===== src/rtl/vend_dispense_ctrl.sv =====
// vend_dispense_ctrl
//   Dispense scheduler behind the coin acceptor. Requests (product codes 1..3)
//   are queued, checked against per-product stock and driven to the shared
//   dispenser motor through a start/done handshake with a timeout. Every
//   accepted request ends in exactly one vend_ok pulse or one refund pulse.
//
// Ports
//   clk, reset      rising-edge clock, asynchronous active-high reset
//   req_valid/code  request strobe and product code (0 = no product, dropped)
//   req_ready       queue not full (from registered occupancy)
//   refill          reload all stock counters to INIT_STOCK
//   motor_sel       product slot being driven, 0 when idle
//   motor_start     dispenser run request (level)
//   motor_done      dispenser completion (level, held until motor_start drops)
//   vend_ok         one-cycle pulse, product dispensed
//   refund_valid    one-cycle pulse, request refunded; refund_amt = code
//   busy            FSM active or queue non-empty
//   stock_empty     bit i-1 set when product i is out of stock
//   fault           sticky motor-timeout flag, cleared by reset only
//
// Optional build macro VEND_STATS_EN adds vend_cnt / refund_cnt, saturating
// 16-bit counts of vend_ok and refund_valid pulses.

module vend_dispense_ctrl #(
  parameter int STOCK_W     = 4,
  parameter int INIT_STOCK  = 8,
  parameter int FIFO_DEPTH  = 4,
  parameter int TIMEOUT_CYC = 16
) (
  input  logic        clk,
  input  logic        reset,
  input  logic        req_valid,
  input  logic [1:0]  req_code,
  output logic        req_ready,
  input  logic        refill,
  output logic [1:0]  motor_sel,
  output logic        motor_start,
  input  logic        motor_done,
  output logic        vend_ok,
  output logic        refund_valid,
  output logic [1:0]  refund_amt,
  output logic        busy,
  output logic [2:0]  stock_empty,
`ifdef VEND_STATS_EN
  output logic [15:0] vend_cnt,
  output logic [15:0] refund_cnt,
`endif
  output logic        fault
);

  localparam int PW = $clog2(FIFO_DEPTH);
  localparam int TW = $clog2(TIMEOUT_CYC);
  localparam logic [STOCK_W-1:0] STOCK_INIT = STOCK_W'(INIT_STOCK);
  localparam logic [TW-1:0]      TMO_LAST   = TW'(TIMEOUT_CYC - 1);

  typedef enum logic [1:0] {S_IDLE, S_CHECK, S_RUN, S_RELEASE} state_t;

  state_t                    state_q, state_d;
  logic [1:0]                cur_q, cur_d;
  logic [TW-1:0]             timer_q, timer_d;
  logic                      vend_q, vend_d;
  logic                      refund_q, refund_d;
  logic [1:0]                amt_q, amt_d;
  logic                      fault_q, fault_d;
  logic                      dec;
  logic [2:0][STOCK_W-1:0]   stock_q;

  // Request queue; the extra pointer bit separates full from empty.
  logic [PW:0] wr_ptr_q, rd_ptr_q;
  logic [1:0]  mem_q [FIFO_DEPTH];
  logic        empty, full, push, pop, cur_out;

  assign empty = (wr_ptr_q == rd_ptr_q);
  assign full  = (wr_ptr_q[PW] != rd_ptr_q[PW]) &&
                 (wr_ptr_q[PW-1:0] == rd_ptr_q[PW-1:0]);
  // Ready looks only at current occupancy, so a same-cycle pop never frees
  // a slot for a same-cycle push.
  assign push  = req_valid && !full && (req_code != 2'd0);
  assign pop   = (state_q == S_IDLE) && !empty;

  always_ff @(posedge clk or posedge reset) begin
    if (reset) begin
      wr_ptr_q <= '0;
      rd_ptr_q <= '0;
    end else begin
      if (push) wr_ptr_q <= wr_ptr_q + (PW+1)'(1);
      if (pop)  rd_ptr_q <= rd_ptr_q + (PW+1)'(1);
    end
  end

  always_ff @(posedge clk) begin
    if (push) mem_q[wr_ptr_q[PW-1:0]] <= req_code;
  end

  // Stock counters; refill overrides a same-cycle decrement.
  always_ff @(posedge clk or posedge reset) begin
    if (reset) begin
      for (int g = 0; g < 3; g++) stock_q[g] <= STOCK_INIT;
    end else begin
      for (int g = 0; g < 3; g++) begin
        if (refill)
          stock_q[g] <= STOCK_INIT;
        else if (dec && (cur_q == 2'(g + 1)))
          stock_q[g] <= stock_q[g] - STOCK_W'(1);
      end
    end
  end

  for (genvar g = 0; g < 3; g++) begin : g_empty
    assign stock_empty[g] = (stock_q[g] == '0);
  end

  // Out-of-stock flag for the product currently held in cur_q.
  assign cur_out = |(stock_empty & {cur_q == 2'd3, cur_q == 2'd2, cur_q == 2'd1});

  always_ff @(posedge clk or posedge reset) begin
    if (reset) begin
      state_q  <= S_IDLE;
      cur_q    <= 2'd0;
      timer_q  <= '0;
      vend_q   <= 1'b0;
      refund_q <= 1'b0;
      amt_q    <= 2'd0;
      fault_q  <= 1'b0;
    end else begin
      state_q  <= state_d;
      cur_q    <= cur_d;
      timer_q  <= timer_d;
      vend_q   <= vend_d;
      refund_q <= refund_d;
      amt_q    <= amt_d;
      fault_q  <= fault_d;
    end
  end

  always_comb begin
    state_d  = state_q;
    cur_d    = cur_q;
    timer_d  = timer_q;
    vend_d   = 1'b0;
    refund_d = 1'b0;
    amt_d    = 2'd0;
    fault_d  = fault_q;
    dec      = 1'b0;
    unique case (state_q)
      S_IDLE: begin
        if (!empty) begin
          cur_d   = mem_q[rd_ptr_q[PW-1:0]];
          state_d = S_CHECK;
        end
      end
      S_CHECK: begin
        if (cur_out) begin
          refund_d = 1'b1;
          amt_d    = cur_q;
          cur_d    = 2'd0;
          state_d  = S_IDLE;
        end else begin
          timer_d  = '0;
          state_d  = S_RUN;
        end
      end
      S_RUN: begin
        // done has priority over a timeout landing in the same cycle
        if (motor_done) begin
          dec     = 1'b1;
          vend_d  = 1'b1;
          state_d = S_RELEASE;
        end else if (timer_q == TMO_LAST) begin
          refund_d = 1'b1;
          amt_d    = cur_q;
          fault_d  = 1'b1;
          state_d  = S_RELEASE;
        end else begin
          timer_d = timer_q + TW'(1);
        end
      end
      S_RELEASE: begin
        if (!motor_done) begin
          cur_d   = 2'd0;
          state_d = S_IDLE;
        end
      end
      default: state_d = S_IDLE;
    endcase
  end

  // Motor outputs decode straight from the state register so reset drops
  // motor_start immediately.
  assign motor_start  = (state_q == S_RUN);
  assign motor_sel    = ((state_q == S_RUN) || (state_q == S_RELEASE)) ? cur_q : 2'd0;
  assign vend_ok      = vend_q;
  assign refund_valid = refund_q;
  assign refund_amt   = refund_q ? amt_q : 2'd0;
  assign fault        = fault_q;
  assign req_ready    = !full;
  assign busy         = (state_q != S_IDLE) || !empty;

`ifdef VEND_STATS_EN
  logic [15:0] vend_cnt_q, refund_cnt_q;
  always_ff @(posedge clk or posedge reset) begin
    if (reset) begin
      vend_cnt_q   <= 16'd0;
      refund_cnt_q <= 16'd0;
    end else begin
      if (vend_q && (vend_cnt_q != 16'hFFFF))     vend_cnt_q   <= vend_cnt_q + 16'd1;
      if (refund_q && (refund_cnt_q != 16'hFFFF)) refund_cnt_q <= refund_cnt_q + 16'd1;
    end
  end
  assign vend_cnt   = vend_cnt_q;
  assign refund_cnt = refund_cnt_q;
`endif

endmodule


===== config.mk =====
export PLATFORM = sky130hd
export DESIGN_NAME = vend_dispense_ctrl
export DESIGN_NICKNAME = d
export VERILOG_FILES = /design/src/rtl/vend_dispense_ctrl.sv
export SDC_FILE = /design/constraint.sdc
export NUM_CORES = 1
export LEC_CHECK = 0
export CORE_MARGIN = 3
export CORE_UTILIZATION = 50
export DETAILED_ROUTE_END_ITERATION = 10
export DONT_BUFFER_PORTS = 1
export PLACE_DENSITY = 0.65
export SETUP_SLACK_MARGIN = 0.15
export SKIP_CTS_REPAIR_TIMING = 1
export SYNTH_ARGS = -nofsm -noshare
export SYNTH_HDL_FRONTEND = slang
export SYNTH_SLANG_ARGS = --single-unit

===== constraint.sdc =====
create_clock -name clk -period 2.2 [get_ports clk]
set_clock_uncertainty 0.05 [all_clocks]
set_input_delay 0.11 -clock clk [delete_from_list [all_inputs] [get_ports clk]]
set_output_delay 0.11 -clock clk [all_outputs]
set_load 0.02 [all_outputs]

==> impl_metrics.json, run 1 <==
{
  "netlist_instances": 188,
  "clock_latency_ns": 0.29,
  "worstHoldEndpoint": "state_q[0]$_DFFE_PP0P_",
  "clkTransAtPathRegs_ns": 0.07,
  "p_leak_nw": 1.047,
  "start_util_pct": 54.09,
  "synth-seq-cells": 39,
  "fmax_mhz": 500.1,
  "ys_top_cells_by_area": "dfrtp_1, edfxtp_1, ha_1",
  "worstMarginPinSlew_ns": 0.4121,
  "cts_made_buffers": 5,
  "setup_viol": 0,
  "power_switching_mw": 1.014,
  "worstPathMaxFanout": 3,
  "rsz0062_at_grt": "yes",
  "nets": 229,
  "drc_errors": 0,
  "place_congestion": 0.7378,
  "status": "finished, final reports clean",
  "io_buffers": 0,
  "synth_top_area_share_pct": 33.86,
  "combPwrFrac_pct": 43.1,
  "ant_nets": 0,
  "drtIter0Drc": 78,
  "wl_um": 3787,
  "top_usage_layer": "met2",
  "irDropWorstVdd_mv": 0.6963,
  "p_seq_share_pct": 39.8,
  "r2r_end": "cur_q[0]$_DFFE_PP0P_",
  "relSlewSlack_pct": 72.43,
  "min-delay-start": "motor_done",
  "row_count": 22,
  "reg2reg_slack_ns": 0.20,
  "setup.worst_path.end_class": "flip-flop",
  "wl_per_cell_um": 14.79,
  "die_y_um": 70.34,
  "grt.overflow.total": 0,
  "dieArea_um2": 4947,
  "yosysSeqAreaShare_pct": 49.27,
  "area_growth_pct": 15.96,
  "met2_usage_pct": 26.40,
  "vias_per_cell": 5.359,
  "clock_power_share_pct": 17.1,
  "htree_levels": 2,
  "synth-edff-count": 8,
  "firstDrtPassIters": 4,
  "p_per_area_nw_per_um2": 1122,
  "grt_util_met3_pct": 6.475,
  "fin_crit_ns": 2.000,
  "synth_top_flop_cell": "dfrtp_1",
  "via_count": 1372,
  "yosysUniqueCellTypes": 41,
  "arrival_ns": 2.13,
  "grt_max_degree": 32,
  "layout-drive-gt1-share_pct": 20.19,
  "required_ns": 2.33,
  "grt_pass1_vias": 1359,
  "grtUsageMet1_pct": 19.10,
  "cp-start-kind": "flip-flop",
  "cap_viol_max_count": 0,
  "reg2reg_depth": 7,
  "hold_viol_final": 0,
  "core_um2": 3826,
  "syn_nets": 210,
  "fillCellCount": 310,
  "synth.avg_cell_area_um2": 11.01,
  "hold_depth": 3,
  "period_share_pct": 90.89,
  "intPower_mw": 1.678,
  "numClockSinks": 39,
  "cts_buffer_depth": 2,
  "grt_usage_pct": 16.06,
  "cts_tree": "done",
  "worst_hold_path_type": "in -> reg",
  "dp_hpwl_um": 2699,
  "crit_type": "reg -> reg",
  "antenna_found_initial": 0,
  "grt_pass1_wl_um": 6141,
  "synth.most_common_cell": "dfrtp_1",
  "clockRootBuffer": "clkbuf_8",
  "ys_warn_count": 0,
  "drv_slew": 0,
  "setup_tns_ns": 0,
  "synth.top_cells.by_count": "dfrtp_1, nand2_1, ha_1, and2_1, inv_1",
  "whs_ns": 0.01334,
  "io_pins": 20,
  "syn-cell-area_um2": 2069,
  "swShare_pct": 37.65,
  "diodes": 0,
  "r2r_start": "stock_q[8]$_DFFE_PP0P_",
  "async_flop_share_pct": 79.49,
  "die_w_um": 70.34,
  "synth_top_cell_by_area": "dfrtp_1"
}
layout make-up:
cell class                 instances  area [um2]  area share (%)
clock buffer                       5       68.82           2.868
clock inverter                     3       15.01          0.6257
inverter                          11       41.29           1.721
multi-input combinational        134        1062           44.26
sequential                        39        1020           42.49
tap                               48       60.06           2.503
timing repair buffer              16       132.6           5.527
state kept, by name (all words and copies together), names as in the netlist, named ones only:
name          count
stock_q          12
mem_q             8
amt_q             2
vend_ok           1
wr_ptr_q          3
cur_q             2
fault             1
refund_valid      1
timer_q           4
rd_ptr_q          3
state_q           1
layer usage:
metal / routed length [um] / part of all wire [%]
met5: 0 / 0
met4: 37 / 0.98
met3: 179 / 4.7
met2: 1914 / 51
met1: 1656 / 44
through the flow:
stage / total power [mW] / instance area, um2 / cells / setup slack, ns / util, %
floorplan: 1.842 / 2087 / 188 / 0.1572 / -
global placement: 2.018 / 2175 / 238 / 0.09198 / 56.83
detailed placement: 2.071 / 2175 / 238 / 0.02383 / 56.83
CTS: 2.542 / 2258 / 246 / 0.008097 / 59.03
global route: 2.905 / 2400 / 256 / 0.1285 / 62.72
finish: 2.692 / 2400 / 256 / 0.2005 / 62.72
placed cells by master, fill, tap and decap left out, drive strengths merged, types with 2 or more instances in the layout:
master | netlist | routed
nor2 | 9 | 9
and2 | 15 | 15
and3 | 5 | 5
dfrtp | 28 | 28
edfxtp | 8 | 8
clkinv | 0 | 2
clkbuf | 2 | 5
dlygate4sd3 | 0 | 5
mux2 | 3 | 3
xnor2 | 9 | 9
nor2b | 3 | 3
nor3 | 5 | 5
dfstp | 3 | 3
nor3b | 5 | 5
mux4 | 2 | 2
o21ai | 6 | 6
nand3 | 8 | 8
xor2 | 5 | 5
nand2b | 4 | 4
inv | 11 | 11
nand4 | 2 | 2
buf | 2 | 11
ha | 15 | 15
o21bai | 2 | 2
and3b | 2 | 2
a21oi | 5 | 5
a211oi | 3 | 3
nand2 | 18 | 18
critical path, cell delays in order, from the launching register on:
cell     delay (ns)
dfrtp_1        0.40
inv_2          0.09
ha_4           0.12
nor3b_4        0.37
a22oi_2        0.14
and3_4         0.18
nor3_4         0.21
mux2_4         0.32
cells by family (layout without fill, tap and decap cells):
logic type	Yosys count	in the layout	share of synthesized area [%]
mux	5	5	3.809
xor+xnor	14	14	5.925
compound gates	20	20	6.591
flops	39	39	49.27
fa+ha+maj	15	15	9.069
simple gates	80	80	22.49
buf+inv	15	35	2.842
power by group through the flow:
stage	sequential [mW]	combinational, mW	clock, mW
floorplan	1.03	0.811	0
global placement	1.07	0.945	0
detailed placement	1.08	0.986	0
CTS	1.07	0.994	0.476
global route	1.10	1.30	0.511
finish	1.07	1.16	0.461
worst max path at each step:
stage	to	start	slack (ns)
global route	cur_q[0]$_DFFE_PP0P_	stock_q[8]$_DFFE_PP0P_	0.13
finish	cur_q[0]$_DFFE_PP0P_	stock_q[8]$_DFFE_PP0P_	0.20
CTS	cur_q[0]$_DFFE_PP0P_	stock_q[8]$_DFFE_PP0P_	0.008
floorplan	cur_q[0]$_DFFE_PP0P_	stock_q[0]$_DFFE_PP0P_	0.16
global placement	cur_q[0]$_DFFE_PP0P_	stock_q[8]$_DFFE_PP0P_	0.09
detailed placement	cur_q[0]$_DFFE_PP0P_	stock_q[8]$_DFFE_PP0P_	0.02
(Power assumes the default switching activity.)
==> run 2: changes to the inputs <==
--- a/config.mk
+++ b/config.mk
@@ -5,10 +5,13 @@
 export SDC_FILE = /design/constraint.sdc
 export NUM_CORES = 1
 export LEC_CHECK = 0
+export ABC_AREA = 1
+export CAP_MARGIN = 40
 export CORE_MARGIN = 3
 export CORE_UTILIZATION = 50
 export DETAILED_ROUTE_END_ITERATION = 10
 export DONT_BUFFER_PORTS = 1
+export GPL_TIMING_DRIVEN = 0
 export PLACE_DENSITY = 0.65
 export SETUP_SLACK_MARGIN = 0.15
 export SKIP_CTS_REPAIR_TIMING = 1
==> impl_metrics.json, run 2 <==
{
  "synth_top_flop_cell": "dfrtp_1",
  "intPower_mw": 1.572,
  "synth.avg_cell_area_um2": 8.763,
  "setup_tns_ns": 0,
  "yosysUniqueCellTypes": 30,
  "worstMarginPinSlew_ns": 0.6174,
  "reg2reg_depth": 9,
  "relSlewSlack_pct": 58.52,
  "top_register": "stock_q",
  "syn_nets": 269,
  "r2r_end": "stock_q[7]$_DFFE_PP1P_",
  "wl_um": 3832,
  "path_cells": "inv_1, ha_1, nand2_4, inv_4, nand2_2, inv_2, nand4_2, or2_0, nand3_1",
  "clockRootBuffer": "clkbuf_8",
  "final_common_cell": "nand2_1",
  "irDropWorstVdd_mv": 0.7245,
  "power_switching_mw": 1.074,
  "dieArea_um2": 5155,
  "core_um2": 4086,
  "clock_latency_ns": 0.29,
  "start_util_pct": 52.97,
  "async_flop_share_pct": 79.49,
  "largest_reg_flops": 12,
  "cp-endpoint": "stock_q[7]$_DFFE_PP1P_",
  "final_cell_mix": "nand2_1, inv_1, dfrtp_1, nor2_1, ha_1",
  "htree_levels": 2,
  "row_count": 23,
  "syn-cell-area_um2": 2165,
  "grt_usage_pct": 15.86,
  "cpMaxStageDelayCell": "ha_1",
  "grt_pass1_wl_um": 6306,
  "ys_top_cells_by_area": "dfrtp_1, edfxtp_1, nand2_1",
  "drv_slew": 0,
  "ant_nets": 0,
  "hold_viol_final": 0,
  "numClockSinks": 39,
  "ys_warn_count": 0,
  "p_leak_nw": 1.204,
  "firstDrtPassIters": 4,
  "swShare_pct": 40.59,
  "fin_crit_ns": 1.887,
  "grt_max_degree": 21,
  "vias_per_cell": 4.987,
  "fmax_mhz": 529.9,
  "antenna_found_initial": 0,
  "drc_errors": 0,
  "setup_viol": 0,
  "arrival_ns": 2.07,
  "synth_top_area_share_pct": 32.37,
  "period_share_pct": 85.78,
  "area_growth_pct": 11.44,
  "cp-start-kind": "flip-flop",
  "synth-seq-cells": 39,
  "p_seq_share_pct": 39.1,
  "crit_type": "reg -> reg",
  "p_per_area_nw_per_um2": 1097,
  "synth.most_common_cell": "nand2_1",
  "yosysSeqAreaShare_pct": 47.11,
  "grt_pass1_vias": 1417,
  "netlist_instances": 247,
  "synth-edff-count": 8,
  "place_congestion": 0.7923,
  "worstPathMaxFanout": 7,
  "cp-startpoint": "state_q[0]$_DFFE_PP0P_",
  "combPwrFrac_pct": 39.3,
  "grt.overflow.total": 0,
  "dp_hpwl_um": 2863,
  "nets": 282,
  "required_ns": 2.38,
  "clock_power_share_pct": 21.6,
  "diodes": 0,
  "cts_tree": "done",
  "cts_buffer_depth": 2,
  "r2r_start": "state_q[0]$_DFFE_PP0P_",
  "reg2reg_slack_ns": 0.31,
  "die_y_um": 71.80,
  "max_stage_delay_ns": 0.45,
  "synth.top_cells.by_count": "nand2_1, inv_1, dfrtp_1, nor2_1, ha_1",
  "via_count": 1551,
  "io_pins": 20,
  "final_util_pct": 59.03,
  "synth_top_cell_by_area": "dfrtp_1",
  "rsz0062_at_grt": "no",
  "cap_viol_max_count": 0,
  "setup.worst_path.end_class": "flip-flop",
  "drtIter0Drc": 53,
  "wl_per_cell_um": 12.32,
  "io_buffers": 0,
  "p_total_mw": 2.646,
  "layout-drive-gt1-share_pct": 13.41,
  "clkTransAtPathRegs_ns": 0.08,
  "worst_hold_path_type": "in -> reg",
  "cts_made_buffers": 5,
  "die_w_um": 71.80,
  "status": "finished, final reports clean"
}
-- run 2: worst max-delay path: cells and delay by family, from the launching register on --
kind / cells / cell delay, ns
and+or+nand+nor: 5 / 0.57
adders and majority gates: 1 / 0.45
buffers and inverters: 3 / 0.31
DFF: 1 / 0.44
-- run 2: cells by family after synthesis --
logic type | Yosys count | synth area share [%]
buffers and inverters | 41 | 7.283
flip-flops | 39 | 47.11
AO/OA/AOI/OAI | 23 | 6.069
XOR/XNOR | 6 | 2.428
adder cells (fa/ha/maj) | 15 | 8.671
AND/OR/NAND/NOR | 123 | 28.44
-- run 2: stage by stage --
| step | area [um2] | hold WS (ns) | setup slack (ns) | instances |
|---|---|---|---|---|
| 2_1_floorplan | 2165 | 0.1231 | 0.5264 | 247 |
| 5_1_grt | 2412 | 0.01255 | 0.1585 | 311 |
| 3_5_place_dp | 2255 | 0.02243 | 0.3134 | 298 |
| 4_1_cts | 2362 | -0.2963 | 0.2984 | 306 |
| 6_report | 2412 | 0.003719 | 0.3128 | 311 |
| 3_3_place_gp | 2227 | 0.1275 | 0.3478 | 297 |
-- run 2: power groups by stage --
stage | combinational [mW] | clock [mW] | sequential (mW)
final | 1.04 | 0.571 | 1.04
after CTS | 1.04 | 0.591 | 1.04
after global routing | 1.20 | 0.621 | 1.06
after floorplan | 0.851 | 0 | 1.02
after global placement | 1.01 | 0 | 1.05
after detailed placement | 1.03 | 0 | 1.05
-- run 2: worst min-delay path by stage --
stage,from,end,slack (ns),cells past startpoint
final,refill,stock_q[11]$_DFFE_PP1P_,0.004,2
after global routing,refill,stock_q[3]$_DFFE_PP1P_,0.01,2
after CTS,reset,rd_ptr_q[1]$_DFFE_PP0P_,-0.30,1
after detailed placement,reset,timer_q[2]$_DFFE_PP0P_,0.02,1
after global placement,refill,stock_q[8]$_DFFE_PP0P_,0.13,1
after floorplan,refill,stock_q[0]$_DFFE_PP0P_,0.12,1
-- run 2: cell type report --
type	count	area (um2)
Inverter	41	157.7
Tap cell	50	62.56
Multi-Input combinational cell	167	987.2
Fill cell	350	1674
Sequential cell	39	1020
Timing Repair Buffer	6	77.57
Clock buffer	5	68.82
Clock inverter	3	38.79
-- run 2: metal layers --
| layer | track usage, % | vias to the layer above | part of all wire, % |
|---|---|---|---|
| li1 | - | 822 | - |
| met1 | 20.40 | 707 | 46 |
| met2 | 25.10 | 17 | 48 |
| met3 | 4.769 | 5 | 3.9 |
| met4 | 6.263 | 0 | 1.7 |
| met5 | 0 | - | 0 |
